===== config.mk =====
export PLATFORM = sky130hd
export DESIGN_NAME = ripple_count_ctrl
export DESIGN_NICKNAME = d
export VERILOG_FILES = /design/src/rtl/ripple_count_ctrl.sv
export SDC_FILE = /design/constraint.sdc
export NUM_CORES = 1
export LEC_CHECK = 0
export BUFFER_PORTS_ARGS = -buffer_cell sky130_fd_sc_hd__buf_2
export CAP_MARGIN = 20
export CORE_MARGIN = 2
export CORE_UTILIZATION = 35
export CTS_CLUSTER_SIZE = 40
export DETAILED_ROUTE_END_ITERATION = 7
export GPL_ROUTABILITY_DRIVEN = 0
export GPL_TIMING_DRIVEN = 1
export HOLD_SLACK_MARGIN = 0.03
export PLACE_DENSITY = 0.64
export REMOVE_ABC_BUFFERS = 1
export SYNTH_ARGS = -nofsm -noshare
export SYNTH_HDL_FRONTEND = slang
export SYNTH_SLANG_ARGS = --single-unit

===== constraint.sdc =====
create_clock -name clock -period 2.14 [get_ports clock]
set_clock_uncertainty 0.15 [all_clocks]
set_input_delay 0 -clock clock [delete_from_list [all_inputs] [get_ports clock]]
set_output_delay 0 -clock clock [all_outputs]
set_load 0.01 [all_outputs]

===== src/rtl/ripple_count_ctrl.sv =====
// ripple_count_ctrl
//   Run controller for a WIDTH-bit T-flip-flop ripple counter. A run clears
//   the counter, enables it for exactly `target` clock edges (pause stretches
//   the run without losing counts), waits for the ripple to settle, samples q
//   and compares it against a synchronous shadow count.
//
// Ports
//   clock      in   system clock, rising edge
//   reset      in   asynchronous active-high reset
//   start      in   begin a run (accepted in IDLE only)
//   target     in   number of counts for the run, latched on start
//   pause      in   level, suspends counting
//   abort      in   level, ends any run without done
//   q          in   ripple counter output
//   T          out  counter toggle enable (registered)
//   ctr_reset  out  counter clear (registered, active-high)
//   busy       out  high whenever not IDLE
//   done       out  one-cycle pulse when count/error are valid
//   count      out  sampled q, held until the next done
//   error      out  sticky q/shadow mismatch, cleared on start
//
// state   | meaning
// IDLE    | waiting for start, counter outputs quiet
// CLEAR   | ctr_reset held high for CLR_CYCLES cycles
// RUN     | T high, one counter increment per edge
// PAUSED  | T low while pause is held, shadow holds
// SETTLE  | T low for SETTLE cycles, then q is sampled

module ripple_count_ctrl #(
  parameter int WIDTH      = 5,
  parameter int CLR_CYCLES = 2,
  parameter int SETTLE     = 3
) (
  input  logic             clock,
  input  logic             reset,
  input  logic             start,
  input  logic [WIDTH-1:0] target,
  input  logic             pause,
  input  logic             abort,
  input  logic [WIDTH-1:0] q,
  output logic             T,
  output logic             ctr_reset,
  output logic             busy,
  output logic             done,
  output logic [WIDTH-1:0] count,
  output logic             error
);

  localparam int TMR_MAX = (CLR_CYCLES > SETTLE) ? CLR_CYCLES : SETTLE;
  localparam int TW      = (TMR_MAX > 1) ? $clog2(TMR_MAX) : 1;
  localparam logic [TW-1:0] CLR_LOAD    = TW'(CLR_CYCLES - 1);
  localparam logic [TW-1:0] SETTLE_LOAD = TW'(SETTLE - 1);

  typedef enum logic [2:0] {
    S_IDLE   = 3'd0,
    S_CLEAR  = 3'd1,
    S_RUN    = 3'd2,
    S_PAUSED = 3'd3,
    S_SETTLE = 3'd4
  } state_t;

  state_t           r_state;
  state_t           w_next;
  logic [TW-1:0]    r_tmr;
  logic [WIDTH-1:0] r_target;
  logic [WIDTH-1:0] r_shadow;
  logic             r_t;
  logic             r_ctr_reset;
  logic             r_done;
  logic [WIDTH-1:0] r_count;
  logic             r_error;

  logic             w_tc;
  logic             w_abort;
  logic [WIDTH-1:0] w_shadow_inc;
  logic             w_last;

  // Shared down-counter for CLEAR and SETTLE; terminal count marks the last edge.
  assign w_tc         = (r_tmr == '0);
  assign w_abort      = abort && (r_state != S_IDLE);
  assign w_shadow_inc = r_shadow + WIDTH'(1);
  assign w_last       = (w_shadow_inc == r_target);

  // State register
  always_ff @(posedge clock or posedge reset) begin
    if (reset) r_state <= S_IDLE;
    else       r_state <= w_next;
  end

  // Next-state logic
  always_comb begin
    w_next = r_state;
    case (r_state)
      S_IDLE:   if (start) w_next = S_CLEAR;
      S_CLEAR:  if (w_tc) w_next = (r_target != '0) ? S_RUN : S_SETTLE;
      // Reaching target wins over pause so the final edge always goes to SETTLE.
      S_RUN:    if (w_last) w_next = S_SETTLE;
                else if (pause) w_next = S_PAUSED;
      S_PAUSED: if (!pause) w_next = S_RUN;
      S_SETTLE: if (w_tc) w_next = S_IDLE;
      default:  w_next = S_IDLE;
    endcase
    if (w_abort) w_next = S_IDLE;
  end

  // Registered outputs, timer, shadow count
  always_ff @(posedge clock or posedge reset) begin
    if (reset) begin
      r_tmr       <= '0;
      r_target    <= '0;
      r_shadow    <= '0;
      r_t         <= 1'b0;
      r_ctr_reset <= 1'b0;
      r_done      <= 1'b0;
      r_count     <= '0;
      r_error     <= 1'b0;
    end else begin
      r_done <= 1'b0;
      if (w_abort) begin
        r_t         <= 1'b0;
        r_ctr_reset <= 1'b0;
      end else begin
        case (r_state)
          S_IDLE: begin
            r_t         <= 1'b0;
            r_ctr_reset <= 1'b0;
            if (start) begin
              r_target    <= target;
              r_shadow    <= '0;
              r_error     <= 1'b0;
              r_ctr_reset <= 1'b1;
              r_tmr       <= CLR_LOAD;
            end
          end
          S_CLEAR: begin
            if (w_tc) begin
              r_ctr_reset <= 1'b0;
              r_t         <= (r_target != '0);
              r_tmr       <= SETTLE_LOAD;
            end else begin
              r_tmr <= r_tmr - TW'(1);
            end
          end
          S_RUN: begin
            // T is high throughout RUN, so every edge here is a counter increment.
            r_shadow <= w_shadow_inc;
            if (w_last) begin
              r_t   <= 1'b0;
              r_tmr <= SETTLE_LOAD;
            end else if (pause) begin
              r_t <= 1'b0;
            end
          end
          S_PAUSED: begin
            if (!pause) r_t <= 1'b1;
          end
          S_SETTLE: begin
            if (w_tc) begin
              r_count <= q;
              r_error <= (q != r_shadow);
              r_done  <= 1'b1;
            end else begin
              r_tmr <= r_tmr - TW'(1);
            end
          end
          default: begin
            r_t         <= 1'b0;
            r_ctr_reset <= 1'b0;
          end
        endcase
      end
    end
  end

  // Output logic
  always_comb begin
    busy      = (r_state != S_IDLE);
    T         = r_t;
    ctr_reset = r_ctr_reset;
    done      = r_done;
    count     = r_count;
    error     = r_error;
  end

endmodule


==> results.txt <==
----------------------------------------------------
[Global routing]
  First-pass GRT wire length ... 5430 µm
  Initial antenna violation count ... 0
  Largest net degree at the start of global routing ... 25
  Global routing usage summed across all routing layers ... 0.158
  Remaining Overflow, GRT ... 0
  Via count of the first global-routing pass ... 1,208

[Cells and area]
  Antenna diode count ... 0
  End-of-flow core utilization ... 0.482
  Non-filler instance count after layout ... 232
  Post-layout nets ... 203
  Area growth from synthesis to layout ... 28.8%
  Total non-filler cell area in the finished layout ... 0.00180 mm²
  Fraction of final layout cells sized beyond drive strength 1 ... 0.277

[Place]
  Port Buffer Count ... 24
  Number of placed instances, taps included ... 212
  Placed inst area ... 0.00158 mm²
  DP HPWL ... 2320 µm
  Setup WS pre-CTS ... 0.0884 ns

[Power and ir drop]
  Leakage component of the power ... 0.847 nW
  Clock group share of total power ... 0.155
  Power per cell area ... 1110 mW/mm²
  Switching part of the total ... 0.389
  Net switching component of the power ... 0.782 mW
  Part of the total power dissipated in combinational logic ... 0.477
  Cell-internal power ... 1.23 mW
  Peak supply drop ... 0.512 mV
  Share of total power in sequential cells ... 0.368

[Worst setup path]
  Critical path arrival ... 2.06 ns
  Critical register-to-register path startpoint ... r_shadow[0]
  Reg2reg end ... T
  WP data required ... 2.15 ns
  FF-to-FF setup slack ... 0.08 ns
  Sort of element at the end of the critical path ... register
  Peak fanout along the critical path ... 4
  Class of the most critical setup path ... reg -> reg
  Worst Reg-to-Reg Cells ... 6
  Type of element launching the critical path ... register

[Synthesis]
  Average cell area after synthesis ... 9.86 µm²
  Most area-consuming cells after synthesis ... sky130_fd_sc_hd__dfrtp_1, sky130_fd_sc_hd__mux2_2, sky130_fd_sc_hd__xnor2_1
  Synthesized netlist cell count ... 142
  Flip-flop cell with the highest count after synthesis ... sky130_fd_sc_hd__dfrtp_1
  Synthesized cell area ... 0.00140 mm²
  Number of synthesized flops with an enable pin ... 0
  Cell taking the most area after synthesis ... sky130_fd_sc_hd__dfrtp_1
  Asr flop ratio synth ... 1.00
  Portion of the post-synthesis area used by sequential elements ... 0.429
  Synthesized flop and latch total ... 24
  Top-area cell type share of the netlist area ... 0.429
  Count of warnings emitted by yosys ... 0
  Most frequently used cell type in the post-synthesis netlist ... sky130_fd_sc_hd__dfrtp_1
  Synth unique cells ... 45
  Most used standard cells in the synthesized netlist ... sky130_fd_sc_hd__dfrtp_1, sky130_fd_sc_hd__inv_1, sky130_fd_sc_hd__mux2_2, sky130_fd_sc_hd__nand2_1, sky130_fd_sc_hd__nor2_1

[Hold path]
  HP Class ... in -> async

[Detailed routing]
  DRC violation count after routing ... 0
  Total via count after detailed routing ... 1,225
  Post-route ant nets ... 0
  Routed wire length ... 3240 µm
  TritonRoute pass-1 iters ... 4
  Average vias per placed instance ... 5.28
  WL/cell ... 14.0 µm
  DRC violation total after the first TritonRoute iteration ... 33

[Die]
  Floorplan Core Area ... 0.00374 mm²
  Total number of placement rows ... 22
  Horizontal extent of the die ... 67.2 µm
  Die ar. ... 0.00452 mm²
  Starting density of the core ... 0.374
  Boundary pin count ... 25
  Height of the die ... 67.2 µm

[Outcome]
  Result of the run ... completed

[STA]
  Tightest Pin Transition ... 0.617 ns
  Max Clk Rate ... 486 MHz
  Final Critical Period ... 2.06 ns
  Number of setup violations in the final report ... 0
  Count of final max-slew check failures ... 0
  Count of endpoints failing hold in the final timing report ... 0
  Worst-case setup margin in the final layout ... 0.0831 ns
  Relative slew slack ... 0.585
  Period utilisation layout ... 0.961
  Post-Route Hold Slack ... 0.164 ns

[Clocking]
  Maximum buffer depth of the clock tree ... 2
  CTS Buf Count ... 3
  Clock sinks ... 24
  Clk pin slew, worst setup/hold paths ... 0.08 ns
  Clk_lat worst skew ... 0.27 ns
  H-tree Lvls ... 1
  Root buffer selected by CTS ... sky130_fd_sc_hd__clkbuf_8
  TritonCTS clock tree ... yes

[Job]
  Max-Cap Viols ... 0

----------------------------------------------------
## routing by layer
metal	share of wire	vias up	GRT usage
met5	0	-	0
met4	0.020	0	0.0791
met3	0.020	7	0.0167
met2	0.53	16	0.274
met1	0.43	605	0.194
li1	-	597	-
## sequential cells by signal, summed over array words and instances, names as in the netlist
signal	cells
r_target	5
r_shadow	5
T	1
count	5
done	1
r_tmr	2
error	1
r_state	3
ctr_reset	1
## worst max-delay path, stage by stage, from the launching register on
cell                       delay (ns)
sky130_fd_sc_hd__dfrtp_1         0.39
sky130_fd_sc_hd__ha_1            0.25
sky130_fd_sc_hd__nor2b_1         0.16
sky130_fd_sc_hd__a211oi_1        0.07
sky130_fd_sc_hd__o32a_1          0.38
sky130_fd_sc_hd__or2_1           0.24
sky130_fd_sc_hd__a221o_1         0.31
## timing repair
action / in CTS / in global routing
hold buffers: 14 / 0
hold endpoints to repair: 37 / 0
endpoints found under the setup margin: 0 / 4
buffers inserted: 0 / 2
resized for setup: 0 / 3
## power by group through the flow
stage / logic [mW] / clock network, mW / registers, mW
3_5_place_dp: 0.860 / 0 / 0.746
6_report: 0.957 / 0.311 / 0.740
2_1_floorplan: 0.612 / 0 / 0.740
4_1_cts: 0.890 / 0.318 / 0.739
5_1_grt: 1.06 / 0.339 / 0.760
3_3_place_gp: 0.830 / 0 / 0.733
## layout make-up
| type | count | area (µm²) |
|---|---|---|
| fill | 370 | 1940 |
| multi-input combinational | 101 | 737 |
| sequential | 24 | 601 |
| timing repair buffer | 45 | 313 |
| tap | 48 | 60.1 |
| clock buffer | 4 | 55.1 |
| inverter | 10 | 37.5 |
## worst max path at each step
stage,from,endpoint,cells after the start
after detailed placement,r_shadow[0],T,6
after global routing,r_shadow[0],T,6
after global placement,r_shadow[0],T,6
after floorplan,r_shadow[0],T,6
after CTS,r_shadow[0],T,6
final,r_shadow[0],T,6
## cell families after synthesis
family                     count (synthesis)  synth area share
and+or+nand+nor                           44             0.166
buffers and inverters                     17            0.0545
xor gates and xnor gates                  10            0.0626
AOI/OAI and AO/OA                         32             0.166
DFF                                       24             0.429
adders and majority gates                  3            0.0268
muxes                                     12            0.0947
## per-stage QoR
stage / setup TNS, ns / power (mW)
3_3_place_gp: 0 / 1.56
2_1_floorplan: 0 / 1.35
5_1_grt: -0.0338 / 2.16
6_report: 0 / 2.01
4_1_cts: 0 / 1.95
3_5_place_dp: 0 / 1.61
## layout by cell type (no fill, tap or decap), types with 2 or more instances in the layout
cell type                       instances
sky130_fd_sc_hd__ha_1                   3
sky130_fd_sc_hd__buf_2                 24
sky130_fd_sc_hd__nand3_1                4
sky130_fd_sc_hd__dlygate4sd3_1         14
sky130_fd_sc_hd__xor2_1                 4
sky130_fd_sc_hd__xnor2_1                6
sky130_fd_sc_hd__nand2b_1               3
sky130_fd_sc_hd__o21ai_0                6
sky130_fd_sc_hd__clkbuf_8               4
sky130_fd_sc_hd__nor2_1                 7
sky130_fd_sc_hd__a22o_1                 2
sky130_fd_sc_hd__nor2b_1                3
sky130_fd_sc_hd__o31ai_1                4
sky130_fd_sc_hd__or3_1                  2
sky130_fd_sc_hd__mux2_2                10
sky130_fd_sc_hd__nor3_1                 5
sky130_fd_sc_hd__a21oi_1                4
sky130_fd_sc_hd__a21o_1                 2
sky130_fd_sc_hd__buf_4                  7
sky130_fd_sc_hd__dfrtp_1               24
sky130_fd_sc_hd__inv_1                 10
sky130_fd_sc_hd__nand2_1                8
sky130_fd_sc_hd__nand4_1                3
(Power assumes the default switching activity.)
